--- config.mk ---
export PLATFORM = sky130hd
export DESIGN_NAME = nexys4_display_spi_master_flat
export DESIGN_NICKNAME = d
export VERILOG_FILES = /design/src/rtl/nexys4_display_spi_master_pkg.sv /design/src/rtl/nexys4_display_spi_master_if.sv /design/src/rtl/nexys4_display_spi_master_timer.sv /design/src/rtl/nexys4_display_spi_master.sv /design/src/flat_wrapper.sv
export SDC_FILE = /design/constraint.sdc
export NUM_CORES = 1
export LEC_CHECK = 0
export CAP_MARGIN = 10
export CORE_AREA = 4 4 57 65
export CTS_CLUSTER_SIZE = 24
export DETAILED_ROUTE_END_ITERATION = 12
export DIE_AREA = 0 0 61 69
export PLACE_DENSITY = 0.74
export SLEW_MARGIN = 10
export SYNTH_ARGS = -nofsm -noshare
export SYNTH_HDL_FRONTEND = slang
export SYNTH_SLANG_ARGS = --single-unit
--- constraint.sdc ---
create_clock -name block_clk_i -period 1.95 [get_ports block_clk_i]
set_input_delay 0.39 -clock block_clk_i [delete_from_list [all_inputs] [get_ports block_clk_i]]
set_output_delay 0.39 -clock block_clk_i [all_outputs]
set_load 0.01 [all_outputs]
--- src/rtl/nexys4_display_spi_master_pkg.sv ---
// Shared types and constants for the Nexys4 display SPI master.
// Frame layout is {CMD_WRITE, addr, data}, sent MSB first.
package nexys4_spi_pkg;

  typedef enum logic [2:0] {
    IDLE,
    SETUP,
    LOW,
    HIGH,
    HOLD,
    GAP
  } state_t;

  localparam logic [3:0] CMD_WRITE = 4'b0001;
  localparam int FRAME_WIDTH = 16;
  localparam int ADDR_W = 4;
  localparam int DATA_W = 8;

  localparam logic [3:0] REG_ENABLE     = 4'd0;
  localparam logic [3:0] REG_RADIX      = 4'd9;
  localparam logic [3:0] REG_DIGIT_BASE = 4'd1;

  function automatic logic [FRAME_WIDTH-1:0] make_frame(
    input logic [ADDR_W-1:0] addr,
    input logic [DATA_W-1:0] data
  );
    return {CMD_WRITE, addr, data};
  endfunction

endpackage

--- src/rtl/nexys4_display_spi_master_if.sv ---
// Register-write request handshake into the display SPI master.
// The master modport drives the request, the slave modport returns ready.
interface nexys4_display_spi_master_if;
  import nexys4_spi_pkg::*;

  logic              req_valid_i;
  logic              req_ready_o;
  logic [ADDR_W-1:0] req_addr_i;
  logic [DATA_W-1:0] req_data_i;

  modport master (
    output req_valid_i,
    output req_addr_i,
    output req_data_i,
    input  req_ready_o
  );

  modport slave (
    input  req_valid_i,
    input  req_addr_i,
    input  req_data_i,
    output req_ready_o
  );

endinterface

--- src/rtl/nexys4_display_spi_master_timer.sv ---
// Restartable half-period timer: tick is high in the last of every
// CLK_DIV cycles, counted from the most recent restart.
module spi_half_period_timer #(
  parameter int CLK_DIV = 4
) (
  input  logic clk,
  input  logic rst_n,
  input  logic restart,
  output logic tick
);

  localparam int CW = (CLK_DIV > 1) ? $clog2(CLK_DIV) : 1;

  logic [CW-1:0] cnt;

  assign tick = (cnt == CW'(CLK_DIV - 1));

  always_ff @(posedge clk or negedge rst_n) begin
    if (!rst_n) begin
      cnt <= '0;
    end else if (restart || tick) begin
      cnt <= '0;
    end else begin
      cnt <= cnt + CW'(1);
    end
  end

endmodule

--- src/rtl/nexys4_display_spi_master.sv ---
// SPI master sending 16-bit register-write frames to the Nexys4 display.
// Optional MISO loopback check: define NEXYS4_SPI_MISO_CHECK_EN.
module nexys4_display_spi_master
  import nexys4_spi_pkg::*;
#(
  parameter int CLK_DIV    = 4,
  parameter int GAP_CYCLES = 8
) (
  input  logic block_clk_i,
  input  logic rst_low_i,
  nexys4_display_spi_master_if.slave req,
  output logic busy_o,
  output logic done_o,
  output logic err_o,
  output logic spi_sclk_o,
  output logic spi_ss_o,
  output logic spi_mosi_o,
  input  logic spi_miso_i
);

  localparam int GW = (GAP_CYCLES > 1) ? $clog2(GAP_CYCLES) : 1;

  state_t                 state, state_n;
  logic [FRAME_WIDTH-1:0] sr, sr_n;
  logic [3:0]             bit_cnt, bit_cnt_n, bit_nxt;
  logic [GW-1:0]          gap_cnt, gap_cnt_n;
  logic                   sclk_n, ss_n, mosi_n, done_n;
  logic                   accept, tick, gap_last;

  assign req.req_ready_o = (state == IDLE);
  assign accept   = req.req_valid_i && (state == IDLE);
  assign gap_last = (gap_cnt == GW'(GAP_CYCLES - 1));
  assign bit_nxt  = bit_cnt + 4'd1;

  spi_half_period_timer #(
    .CLK_DIV (CLK_DIV)
  ) u_timer (
    .clk     (block_clk_i),
    .rst_n   (rst_low_i),
    .restart (accept),
    .tick    (tick)
  );

  always_ff @(posedge block_clk_i or negedge rst_low_i) begin
    if (!rst_low_i) begin
      state      <= IDLE;
      sr         <= '0;
      bit_cnt    <= '0;
      gap_cnt    <= '0;
      spi_sclk_o <= 1'b1;
      spi_ss_o   <= 1'b1;
      spi_mosi_o <= 1'b1;
      done_o     <= 1'b0;
      busy_o     <= 1'b0;
    end else begin
      state      <= state_n;
      sr         <= sr_n;
      bit_cnt    <= bit_cnt_n;
      gap_cnt    <= gap_cnt_n;
      spi_sclk_o <= sclk_n;
      spi_ss_o   <= ss_n;
      spi_mosi_o <= mosi_n;
      done_o     <= done_n;
      busy_o     <= (state_n != IDLE);
    end
  end

  always_comb begin
    state_n   = state;
    sr_n      = sr;
    bit_cnt_n = bit_cnt;
    gap_cnt_n = gap_cnt;
    sclk_n    = spi_sclk_o;
    ss_n      = spi_ss_o;
    mosi_n    = spi_mosi_o;
    done_n    = 1'b0;
    unique case (state)
      IDLE: begin
        if (accept) begin
          state_n   = SETUP;
          sr_n      = make_frame(req.req_addr_i, req.req_data_i);
          bit_cnt_n = '0;
          ss_n      = 1'b0;
          sclk_n    = 1'b1;
          mosi_n    = sr_n[FRAME_WIDTH-1];
        end
      end
      SETUP: begin
        if (tick) begin
          state_n = LOW;
          sclk_n  = 1'b0;
        end
      end
      LOW: begin
        if (tick) begin
          state_n = HIGH;
          sclk_n  = 1'b1;
        end
      end
      HIGH: begin
        if (tick) begin
          if (bit_cnt == 4'd15) begin
            state_n = HOLD;
          end else begin
            // falling edge and next data bit leave together
            state_n   = LOW;
            bit_cnt_n = bit_nxt;
            sr_n      = {sr[FRAME_WIDTH-2:0], 1'b0};
            mosi_n    = sr[FRAME_WIDTH-2];
            sclk_n    = 1'b0;
          end
        end
      end
      HOLD: begin
        if (tick) begin
          state_n   = GAP;
          ss_n      = 1'b1;
          mosi_n    = 1'b1;
          done_n    = 1'b1;
          gap_cnt_n = '0;
        end
      end
      GAP: begin
        if (gap_last) begin
          state_n = IDLE;
        end else begin
          gap_cnt_n = gap_cnt + GW'(1);
        end
      end
      default: state_n = IDLE;
    endcase
  end

`ifdef NEXYS4_SPI_MISO_CHECK_EN
  logic [1:0] miso_sync;
  logic       err_q;
  logic       chk;

  // slave echoes bit 1 of its edge counter; edge k ends HIGH with bit_cnt=k-1
  assign chk   = (state == HIGH) && tick && (bit_cnt != 4'd15);
  assign err_o = err_q;

  always_ff @(posedge block_clk_i or negedge rst_low_i) begin
    if (!rst_low_i) begin
      miso_sync <= '0;
      err_q     <= 1'b0;
    end else begin
      miso_sync <= {miso_sync[0], spi_miso_i};
      if (accept) begin
        err_q <= 1'b0;
      end else if (chk && (miso_sync[1] != bit_nxt[1])) begin
        err_q <= 1'b1;
      end
    end
  end
`else
  logic miso_unused;

  assign miso_unused = spi_miso_i;
  assign err_o       = 1'b0;
`endif

endmodule
--- src/flat_wrapper.sv ---
// flat-port wrapper written by rule: the top's interface ports become plain ports
module nexys4_display_spi_master_flat import nexys4_spi_pkg::*;
#(
  parameter int CLK_DIV    = 4,
  parameter int GAP_CYCLES = 8
)
  (block_clk_i, rst_low_i, busy_o, done_o, err_o, spi_sclk_o, spi_ss_o, spi_mosi_o, spi_miso_i, req_req_valid_i, req_req_addr_i, req_req_data_i, req_req_ready_o);
  nexys4_display_spi_master_if req_i ();
  input  logic block_clk_i;
  input  logic rst_low_i;
  output logic busy_o;
  output logic done_o;
  output logic err_o;
  output logic spi_sclk_o;
  output logic spi_ss_o;
  output logic spi_mosi_o;
  input  logic spi_miso_i;
  input wire logic [$bits(req_i.req_valid_i)-1:0] req_req_valid_i;
  input wire logic [$bits(req_i.req_addr_i)-1:0] req_req_addr_i;
  input wire logic [$bits(req_i.req_data_i)-1:0] req_req_data_i;
  output wire logic [$bits(req_i.req_ready_o)-1:0] req_req_ready_o;
  assign req_i.req_valid_i = req_req_valid_i;
  assign req_i.req_addr_i = req_req_addr_i;
  assign req_i.req_data_i = req_req_data_i;
  assign req_req_ready_o = req_i.req_ready_o;
  nexys4_display_spi_master #(.CLK_DIV(CLK_DIV), .GAP_CYCLES(GAP_CYCLES)) u_core (.block_clk_i(block_clk_i), .rst_low_i(rst_low_i), .req(req_i), .busy_o(busy_o), .done_o(done_o), .err_o(err_o), .spi_sclk_o(spi_sclk_o), .spi_ss_o(spi_ss_o), .spi_mosi_o(spi_mosi_o), .spi_miso_i(spi_miso_i));
endmodule
==> results.yml, run 1 <==
setup_path:
  cp_slowest_stage_delay_ns: 0.54
  worst_path_dominant_cell_family: "flip-flops"
  path_max_fanout: 2
  crit_required_ns: 1.56
  end_kind: "output port"
  path_cells: "clkdlybuf4s50_1"
  cp_slowest_cell: "sky130_fd_sc_hd__dfstp_2"
  setup.worst_path.start_class: "flop"
  criticalPathCategory: "reg -> out"
  worst-path-buf-inv: 1
  worst_ep_arrival_time_ns: 1.40
floorplanning:
  die_area_um2: 4209
  die_w_um: 61
  pin_count: 23
  die_y_um: 69
  core-area_um2: 2995
  std_cell_rows: 21
  start_util_pct: 52.38
hold_path:
  worstHoldPathType: "in -> async"
sta:
  setup_violations: 0
  grt_setup_unrepaired: "no"
  slew_violations: 0
  post-route-period-util_pct: 91.81
  final.setup.tns_ns: 0
  timing.clock.skew_ns: 0.005473
  fmax_mhz: 558.6
  period_minus_ws_final_ns: 1.790
  final_hold_viol_count: 0
clocking:
  cts_tree: "done"
  htree_num_levels: 2
  worstSkewPairLatency_ns: 0.33
  clk_root_buffer_cell: "sky130_fd_sc_hd__clkbuf_4"
  post_cts_clock_slew_at_the_launch_and_capture_registers_of_the_worst_setup_and_hold_paths_ns: 0.10
  cts_inserted_buffers: 5
  cts_sinks: 32
  max-clock-path-buffers: 2
final_layout:
  num-fill-cells: 256
  diodes: 0
  finish.net_count: 177
  finalCoreUtilization_pct: 63.37
  drive_gt1_share_pct: 17.72
  syn2layout_area_growth_pct: 20.97
global_route:
  first_global_vias: 1182
  grt_start_max_net_pins: 33
  gr-total-overflow: 0
  track_usage_pct: 15.92
  wire_length_of_the_first_global_routing_pass_um: 5126
  grt_antenna_before_repair: 0
detailed_routing:
  number_of_drc_violations_after_detailed_routing: 0
  dr.pass1.iters: 4
  totalWireLength_um: 2838
  initialDrtViolationCount: 40
  postRouteAntennaNets: 0
  num_vias: 1138
  vias_per_cell: 5.927
  wire_per_inst_um: 14.78
yosys:
  yosys_warnings: 0
  synth_flop_type: "sky130_fd_sc_hd__dfrtp_1"
  synth.net_count: 151
  synth.most_common_cell: "sky130_fd_sc_hd__dfrtp_1"
  synth.top_cell.area_share_pct: 46.25
  avgSynthCellArea_um2: 11.98
  postSynth.asyncResetShare_pct: 100.0
  synth.cells.most_frequent: "sky130_fd_sc_hd__dfrtp_1 (29), sky130_fd_sc_hd__nand2_1 (8), sky130_fd_sc_hd__o221a_1 (8), sky130_fd_sc_hd__or2b_1 (8), sky130_fd_sc_hd__nor3_1 (6)"
  yosysTopAreaCell: "sky130_fd_sc_hd__dfrtp_1"
  synthesis.area_um2: 1569
  synth_seq_cells: 32
  synth-edff-count: 0
  synth_cell_type_count: 41
  post_synth_main_area_contributors: "sky130_fd_sc_hd__dfrtp_1 (46%), sky130_fd_sc_hd__o221a_1 (5.7%), sky130_fd_sc_hd__dfstp_2 (5.0%), sky130_fd_sc_hd__or2b_1 (3.8%), sky130_fd_sc_hd__ha_1 (3.2%)"
  synth_cells: 131
  synth-seq-area-share_pct: 51.28
pwr:
  ir_drop_v: 0.0008337
  power.total_mw: 2.386
  power.static_leakage_nw: 0.7797
  cellPowerDensity_nw_per_um2: 1257
outcome:
  outcome: "finished, final reports clean"
placed_design:
  hpwl_um: 2021
  portBuffers: 20
  globalplace.congestion: 0.7365
flow_run:
  cap_viol_max_count: 0
-- state kept, by name, summed over array words and instances, names as in the netlist --
signal and flops:
u_core.state 3, u_core.busy_o 1, u_core.u_timer.cnt 2, u_core.spi_mosi_o 1, u_core.bit_cnt 4, u_core.gap_cnt 3, u_core.sr 15, u_core.spi_sclk_o 1
u_core.spi_ss_o 1, u_core.done_o 1
-- what timing repair did --
item	CTS	global route
gates resized for setup	1	0
hold buffers	0	0
setup endpoints to repair	1	0
setup buffers	0	0
-- cell type report --
type | count | area [um^2] | share of cell area [%]
sequential | 32 | 804.5 | 42.39
clock inverter | 1 | 30.03 | 1.582
timing repair buffer | 28 | 259.0 | 13.65
multi-input combinational | 87 | 685.7 | 36.12
inverter | 3 | 11.26 | 0.5933
clock buffer | 7 | 65.06 | 3.428
tap | 34 | 42.54 | 2.241
-- metal layers --
metal / GRT usage [%] / wire [um] / share of wire, %
met5: 0 / 0 / 0
met4: 6.988 / 63 / 2.2
met3: 6.530 / 150 / 5.3
met2: 24.61 / 1447 / 51
met1: 18.97 / 1176 / 41
-- worst paths after layout --
kind	start	end	slack, ns	cells past startpoint
min in group block_clk_i	u_core.u_timer.cnt[0]	u_core.u_timer.cnt[0]	0.45	1
worst max-delay path	u_core.spi_ss_o	spi_ss_o	0.16	1
worst min register to register	u_core.u_timer.cnt[0]	u_core.u_timer.cnt[0]	0.45	1
max in group asynchronous	rst_low_i	u_core.spi_mosi_o	1.18	2
worst min-delay path	rst_low_i	u_core.gap_cnt[0]	0.45	2
worst max register to register	u_core.bit_cnt[0]	u_core.sr[2]	0.29	4
-- cell families after synthesis --
group,share of synthesized area [%]
multiplexers,3.349
buffers and inverters,5.023
flip-flops,51.28
other,0.2390
adder cells (fa/ha/maj),3.190
AO/OA/AOI/OAI,18.98
AND/OR/NAND/NOR,17.94
-- layout by cell type, fill, tap and decap left out, drive strengths merged, types with 2 or more instances in the layout --
master,count
nand2,8
nand4b,2
mux2,2
o21a,2
dfstp,3
o22ai,2
or2b,8
a22o,4
nand3,2
inv,3
buf,8
a21oi,6
mux2i,3
nor2,3
nor3,6
clkdlybuf4s50,19
o21ai,4
nand2b,4
clkbuf,7
ha,4
dfrtp,29
o221a,11
-- power by group --
| part | switching, mW | internal (mW) | leakage, nW |
|---|---|---|---|
| registers | 0.156 | 0.922 | 0.372 |
| logic | 0.332 | 0.412 | 0.356 |
| clock network | 0.223 | 0.340 | 0.0515 |
| total | 0.711 | 1.67 | 0.780 |
-- per-stage QoR --
step / cell area [um^2] / worst slack [ns] / hold WS [ns] / instances
2_1_floorplan: 1569 / 0.4978 / 0.09441 / 131
6_report: 1898 / 0.1598 / 0.4491 / 192
3_5_place_dp: 1804 / 0.1036 / 0.4371 / 184
3_3_place_gp: 1804 / 0.09358 / 0.4261 / 184
4_1_cts: 1898 / 0.1357 / 0.4507 / 192
5_1_grt: 1898 / 0.09434 / 0.4578 / 192
(Power assumes the default switching activity.)
==> run 2: changes to the inputs <==
--- a/config.mk
+++ b/config.mk
@@ -6,11 +6,13 @@
 export NUM_CORES = 1
 export LEC_CHECK = 0
 export CAP_MARGIN = 10
-export CORE_AREA = 4 4 57 65
+export CORE_AREA = 4 4 69 78
 export CTS_CLUSTER_SIZE = 24
 export DETAILED_ROUTE_END_ITERATION = 12
-export DIE_AREA = 0 0 61 69
-export PLACE_DENSITY = 0.74
+export DIE_AREA = 0 0 73 82
+export HOLD_SLACK_MARGIN = 0.1
+export PLACE_DENSITY = 0.52
+export SETUP_SLACK_MARGIN = 0.5
 export SLEW_MARGIN = 10
 export SYNTH_ARGS = -nofsm -noshare
 export SYNTH_HDL_FRONTEND = slang
==> run 2 against run 1 <==
  * Die area increased by 42%
  * Power grew 8.9%
  * Sequential power about the same
==> results.yml, run 2 (synthesis gave the netlist of run 1 again) <==
floorplanning:
  start_util_pct: 34.21
  core-area_um2: 4587
  die_y_um: 82
  die_area_um2: 5986
  pin_count: 23
  die_w_um: 73
  std_cell_rows: 26
detailed_routing:
  wire_per_inst_um: 14.22
  dr.pass1.iters: 4
  vias_per_cell: 5.056
  totalWireLength_um: 3300
  initialDrtViolationCount: 84
  number_of_drc_violations_after_detailed_routing: 0
  postRouteAntennaNets: 0
  num_vias: 1173
setup_path:
  worst_ep_arrival_time_ns: 1.74
  setup.worst_path.start_class: "flop"
  criticalPathCategory: "reg -> reg"
  cp_slowest_cell: "sky130_fd_sc_hd__dfrtp_1"
  path_max_fanout: 7
  end_kind: "flop"
  cp_slowest_stage_delay_ns: 0.41
  worst_path_dominant_cell_family: "simple AND/OR/NAND/NOR gates"
  path_cells: "buf_6, nor4b_4, buf_4, clkbuf_16, or2b_1, o221a_1"
  worst-path-buf-inv: 3
  crit_required_ns: 2.12
clocking:
  cts_tree: "done"
  cts_inserted_buffers: 5
  worstSkewPairLatency_ns: 0.28
  clk_root_buffer_cell: "sky130_fd_sc_hd__clkbuf_8"
  cts_hold_buffers: 0
  cts_sinks: 32
  htree_num_levels: 2
  post_cts_clock_slew_at_the_launch_and_capture_registers_of_the_worst_setup_and_hold_paths_ns: 0.07
  max-clock-path-buffers: 2
final_layout:
  finalInstanceArea_um2: 2181
  syn2layout_area_growth_pct: 39.00
  diodes: 0
  num-fill-cells: 414
  biggestRegsByFlops: "u_core.sr x15, u_core.bit_cnt x4"
  mostFrequentLayoutCells: "sky130_fd_sc_hd__dfrtp_1 (29), sky130_fd_sc_hd__buf_4 (19), sky130_fd_sc_hd__clkdlybuf4s50_1 (13)"
  finish.net_count: 195
  finish.cell_count_without_fillers: 232
  largest_register: "u_core.sr"
  largest_register_ffs: 15
  drive_gt1_share_pct: 35.80
  layout_commonest_cell: "sky130_fd_sc_hd__dfrtp_1"
hold_path:
  worstHoldPathType: "reg -> reg"
sta:
  layout_setup_ws_ns: 0.3776
  post-route-period-util_pct: 80.64
  final.setup.tns_ns: 0
  grt_setup_unrepaired: "yes"
  setup_violations: 0
  timing.clock.skew_ns: 0.007874
  final_hold_viol_count: 0
  fmax_mhz: 636.0
  period_minus_ws_final_ns: 1.572
  slew_violations: 0
placed_design:
  globalplace.congestion: 0.7662
  dp.cells: 206
  pre_cts_ws_ns: 0.09790
  hpwl_um: 2017
  placed_cell_area_um2: 1847
  portBuffers: 20
global_route:
  gr-total-overflow: 0
  grt_start_max_net_pins: 33
  track_usage_pct: 11.11
  wire_length_of_the_first_global_routing_pass_um: 5140
  gr-usage-met1_pct: 12.72
  grt_util_met3_pct: 3.060
  first_global_vias: 1149
  grt_antenna_before_repair: 0
  grtUsageMet2_pct: 18.96
  grt_busiest_layer: "met2"
outcome:
  outcome: "finished, final reports clean"
pwr:
  clockPowerShare_pct: 24.3
  seqPwrFrac_pct: 41.8
  ir_drop_v: 0.0004532
  p_int_mw: 1.801
  power.total_mw: 2.599
  total_switching_power_mw: 0.7980
  cellPowerDensity_nw_per_um2: 1192
  power.static_leakage_nw: 0.9044
  comb_power_share_pct: 33.8
  power_switching_share_pct: 30.71
flow_run:
  cap_viol_max_count: 0
[run 2: power by group through the flow]
| stage | combinational, mW | sequential (mW) | clock, mW |
|---|---|---|---|
| 3_5_place_dp | 0.765 | 1.08 | 0 |
| 5_1_grt | 0.958 | 1.11 | 0.686 |
| 2_1_floorplan | 0.537 | 1.08 | 0 |
| 6_report | 0.879 | 1.09 | 0.633 |
| 4_1_cts | 0.788 | 1.08 | 0.651 |
| 3_3_place_gp | 0.748 | 1.08 | 0 |
[run 2: worst paths after layout]
path | start | end | slack [ns] | cells after the start
setup / recovery | u_core.state[2] | u_core.sr[7] | 0.38 | 6
hold / removal | u_core.spi_ss_o | u_core.spi_ss_o | 0.49 | 2
setup reg to reg | u_core.state[2] | u_core.sr[7] | 0.38 | 6
hold reg to reg | u_core.spi_ss_o | u_core.spi_ss_o | 0.49 | 2
max in group asynchronous | rst_low_i | u_core.spi_sclk_o | 1.11 | 2
min in group asynchronous | rst_low_i | u_core.done_o | 0.51 | 2
[run 2: area by class of cell]
type | count | area [um^2] | share of cell area, %
Timing Repair Buffer | 45 | 419.2 | 19.22
Tap cell | 56 | 70.07 | 3.213
Sequential cell | 32 | 804.5 | 36.89
Inverter | 3 | 11.26 | 0.5164
Clock buffer | 5 | 68.82 | 3.155
Clock inverter | 3 | 42.54 | 1.951
Multi-Input combinational cell | 88 | 764.5 | 35.05
[run 2: timing repair]
action	4_1_cts	5_1_grt
setup endpoints to repair	28	24
buffers inserted	3	13
resized for setup	19	21
cloned	0	2
pin swaps	2	7
[run 2: metrics by stage]
step / hold slack [ns] / util (%)
2_1_floorplan: 0.09441 / -
3_3_place_gp: 0.4271 / 40.26
3_5_place_dp: 0.4364 / 40.26
4_1_cts: 0.4940 / 43.62
5_1_grt: 0.5041 / 47.55
6_report: 0.4871 / 47.55
[run 2: layer usage]
layer,vias up,wire length (um),share of wire [%]
met5,-,0,0
met2,22,1608,49
met1,565,1478,45
li1,580,-,-
met3,6,169,5.1
met4,0,43,1.3
[run 2: tightest hold or removal path, stage by stage (launching register included)]
cell                      delay (ns)
sky130_fd_sc_hd__dfstp_2        0.37
sky130_fd_sc_hd__inv_1          0.04
sky130_fd_sc_hd__o21ai_0        0.07
==> run 3: changes to the inputs <==
--- a/config.mk
+++ b/config.mk
@@ -11,7 +11,7 @@
 export DETAILED_ROUTE_END_ITERATION = 12
 export DIE_AREA = 0 0 73 82
 export HOLD_SLACK_MARGIN = 0.1
-export PLACE_DENSITY = 0.52
+export PLACE_DENSITY = 0.54
 export SETUP_SLACK_MARGIN = 0.5
 export SLEW_MARGIN = 10
 export SYNTH_ARGS = -nofsm -noshare
==> constraint.sdc (replaced) <==
create_clock -name block_clk_i -period 1.3 [get_ports block_clk_i]
set_input_delay 0.26 -clock block_clk_i [delete_from_list [all_inputs] [get_ports block_clk_i]]
set_output_delay 0.26 -clock block_clk_i [all_outputs]
set_load 0.01 [all_outputs]
==> run 3 against run 2 <==
  * The run now ends with negative setup slack left
  * Critical path depth shrank 1
  * Power increased by 69%
  * Setup slack got worse by 0.64 ns
  * Fmax up 0.83%
  * Wire length rose by 15%
  * Clock power increased by 26%
  * Non-clock buffer count rose by 23
  * Flip-flop and latch count did not move
  * Cell count is 9.9% higher
  * Register-to-register slack worse by 0.64 ns
  * Combinational power rose by 120%
  * Clock skew down 0.0016 ns
==> results.yml, run 3 (synthesis gave the netlist of run 1 again) <==
outcome:
  outcome: "finished with violations"
  violations_in_the_final_reports: "negative setup slack"
placed_design:
  hpwl_um: 2454
  portBuffers: 20
  placed_cell_area_um2: 2063
  pre_cts_ws_ns: -0.3480
  globalplace.congestion: 0.7944
  dp.cells: 226
detailed_routing:
  totalWireLength_um: 3801
  postRouteAntennaNets: 0
  num_vias: 1304
  initialDrtViolationCount: 36
  dr.pass1.iters: 4
  vias_per_cell: 5.114
  wire_per_inst_um: 14.91
  number_of_drc_violations_after_detailed_routing: 0
global_route:
  wire_length_of_the_first_global_routing_pass_um: 6244
  track_usage_pct: 13.61
  gr-total-overflow: 0
  grt_antenna_before_repair: 0
  grt_start_max_net_pins: 33
  first_global_vias: 1358
final_layout:
  diodes: 0
  finish.net_count: 218
  largest_register: "u_core.sr"
  drive_gt1_share_pct: 52.76
  syn2layout_area_growth_pct: 61.08
  biggestRegsByFlops: "u_core.sr x15, u_core.bit_cnt x4"
  num-fill-cells: 376
  finish.cell_count_without_fillers: 255
  multiInputGateArea_um2: 918.4
  mostFrequentLayoutCells: "sky130_fd_sc_hd__buf_4 (28), sky130_fd_sc_hd__dfrtp_1 (26), sky130_fd_sc_hd__buf_6 (21)"
  final-seq-area_um2: 808.3
  layout_commonest_cell: "sky130_fd_sc_hd__buf_4"
  finalInstanceArea_um2: 2527
  largest_register_ffs: 15
clocking:
  cts_inserted_buffers: 5
  post_cts_clock_slew_at_the_launch_and_capture_registers_of_the_worst_setup_and_hold_paths_ns: 0.07
  cts_tree: "done"
  htree_num_levels: 2
  worstSkewPairLatency_ns: 0.28
  cts_sinks: 32
  max-clock-path-buffers: 2
  clk_root_buffer_cell: "sky130_fd_sc_hd__clkbuf_8"
  cts_hold_buffers: 0
hold_path:
  worstHoldPathType: "in -> async"
floorplanning:
  pin_count: 23
  core-area_um2: 4587
  start_util_pct: 34.21
  die_area_um2: 5986
  die_y_um: 82
  std_cell_rows: 26
  die_w_um: 73
sta:
  hold-worst-slack_ns: 0.3394
  slew_violations: 0
  post-route-period-util_pct: 120.0
  timing.clock.skew_ns: 0.006310
  fmax_mhz: 641.2
  setup_violations: 31
  grt_setup_unrepaired: "yes"
  period_minus_ws_final_ns: 1.560
  final_hold_viol_count: 0
  layout_setup_ws_ns: -0.2595
pwr:
  power.static_leakage_nw: 1.040
  ir_drop_v: 0.0005743
  cellPowerDensity_nw_per_um2: 1738
setup_path:
  worst_ep_arrival_time_ns: 1.73
  criticalPathCategory: "reg -> reg"
  path_max_fanout: 8
  crit_required_ns: 1.47
  end_kind: "flop"
  rrSetupSlack_ns: -0.26
  setup.worst_path.start_class: "flop"
flow_run:
  cap_viol_max_count: 0
## run 3: path summary, 6_finish.rpt
kind | start | to | depth (start not counted)
max | u_core.state[2] | u_core.sr[1] | 5
max reg2reg | u_core.state[2] | u_core.sr[1] | 5
min | rst_low_i | u_core.state[0] | 2
min in group block_clk_i | u_core.spi_ss_o | u_core.spi_ss_o | 2
max in group asynchronous | rst_low_i | u_core.spi_sclk_o | 2
min reg2reg | u_core.spi_ss_o | u_core.spi_ss_o | 2
## run 3: what timing repair did
action / CTS / global route
gates cloned: 2 / 1
buffers inserted: 9 / 9
gates resized for setup: 46 / 31
pin swaps: 5 / 11
setup endpoints to repair: 38 / 38
## run 3: worst max-delay path, stage by stage (launching register included)
cell                      delay (ns)
sky130_fd_sc_hd__dfrtp_2        0.48
sky130_fd_sc_hd__buf_6          0.14
sky130_fd_sc_hd__nor4b_4        0.30
sky130_fd_sc_hd__buf_6          0.18
sky130_fd_sc_hd__or2b_1         0.22
sky130_fd_sc_hd__o221a_2        0.12
## run 3: routing by layer
metal | track usage [%] | part of all wire [%] | vias to the layer above
li1 | - | - | 629
met1 | 15.27 | 42 | 636
met4 | 6.642 | 2.6 | 0
met3 | 3.794 | 4.3 | 11
met5 | 0 | 0 | -
met2 | 23.52 | 51 | 28
## run 3: layout make-up
cell class / count / share of cell area (%)
clock inverter: 2 / 0.3960
inverter: 3 / 0.4455
multi-input combinational: 88 / 36.34
clock buffer: 6 / 3.267
tap: 56 / 2.772
timing repair buffer: 68 / 24.80
sequential: 32 / 31.98
## run 3: per-stage QoR
stage	TNS, ns	util, %	power, mW
after floorplan	-1.378	-	2.514
after global placement	-7.398	44.98	2.994
after detailed placement	-7.672	44.98	3.070
after CTS	-5.170	50.52	4.175
after global routing	-7.545	55.10	4.642
final	-5.729	55.10	4.393
## run 3: where the power goes
part	switching (mW)	leakage [nW]	internal (mW)
combinational	0.756	0.620	1.16
sequential	0.287	0.369	1.39
clock	0.374	0.0510	0.422
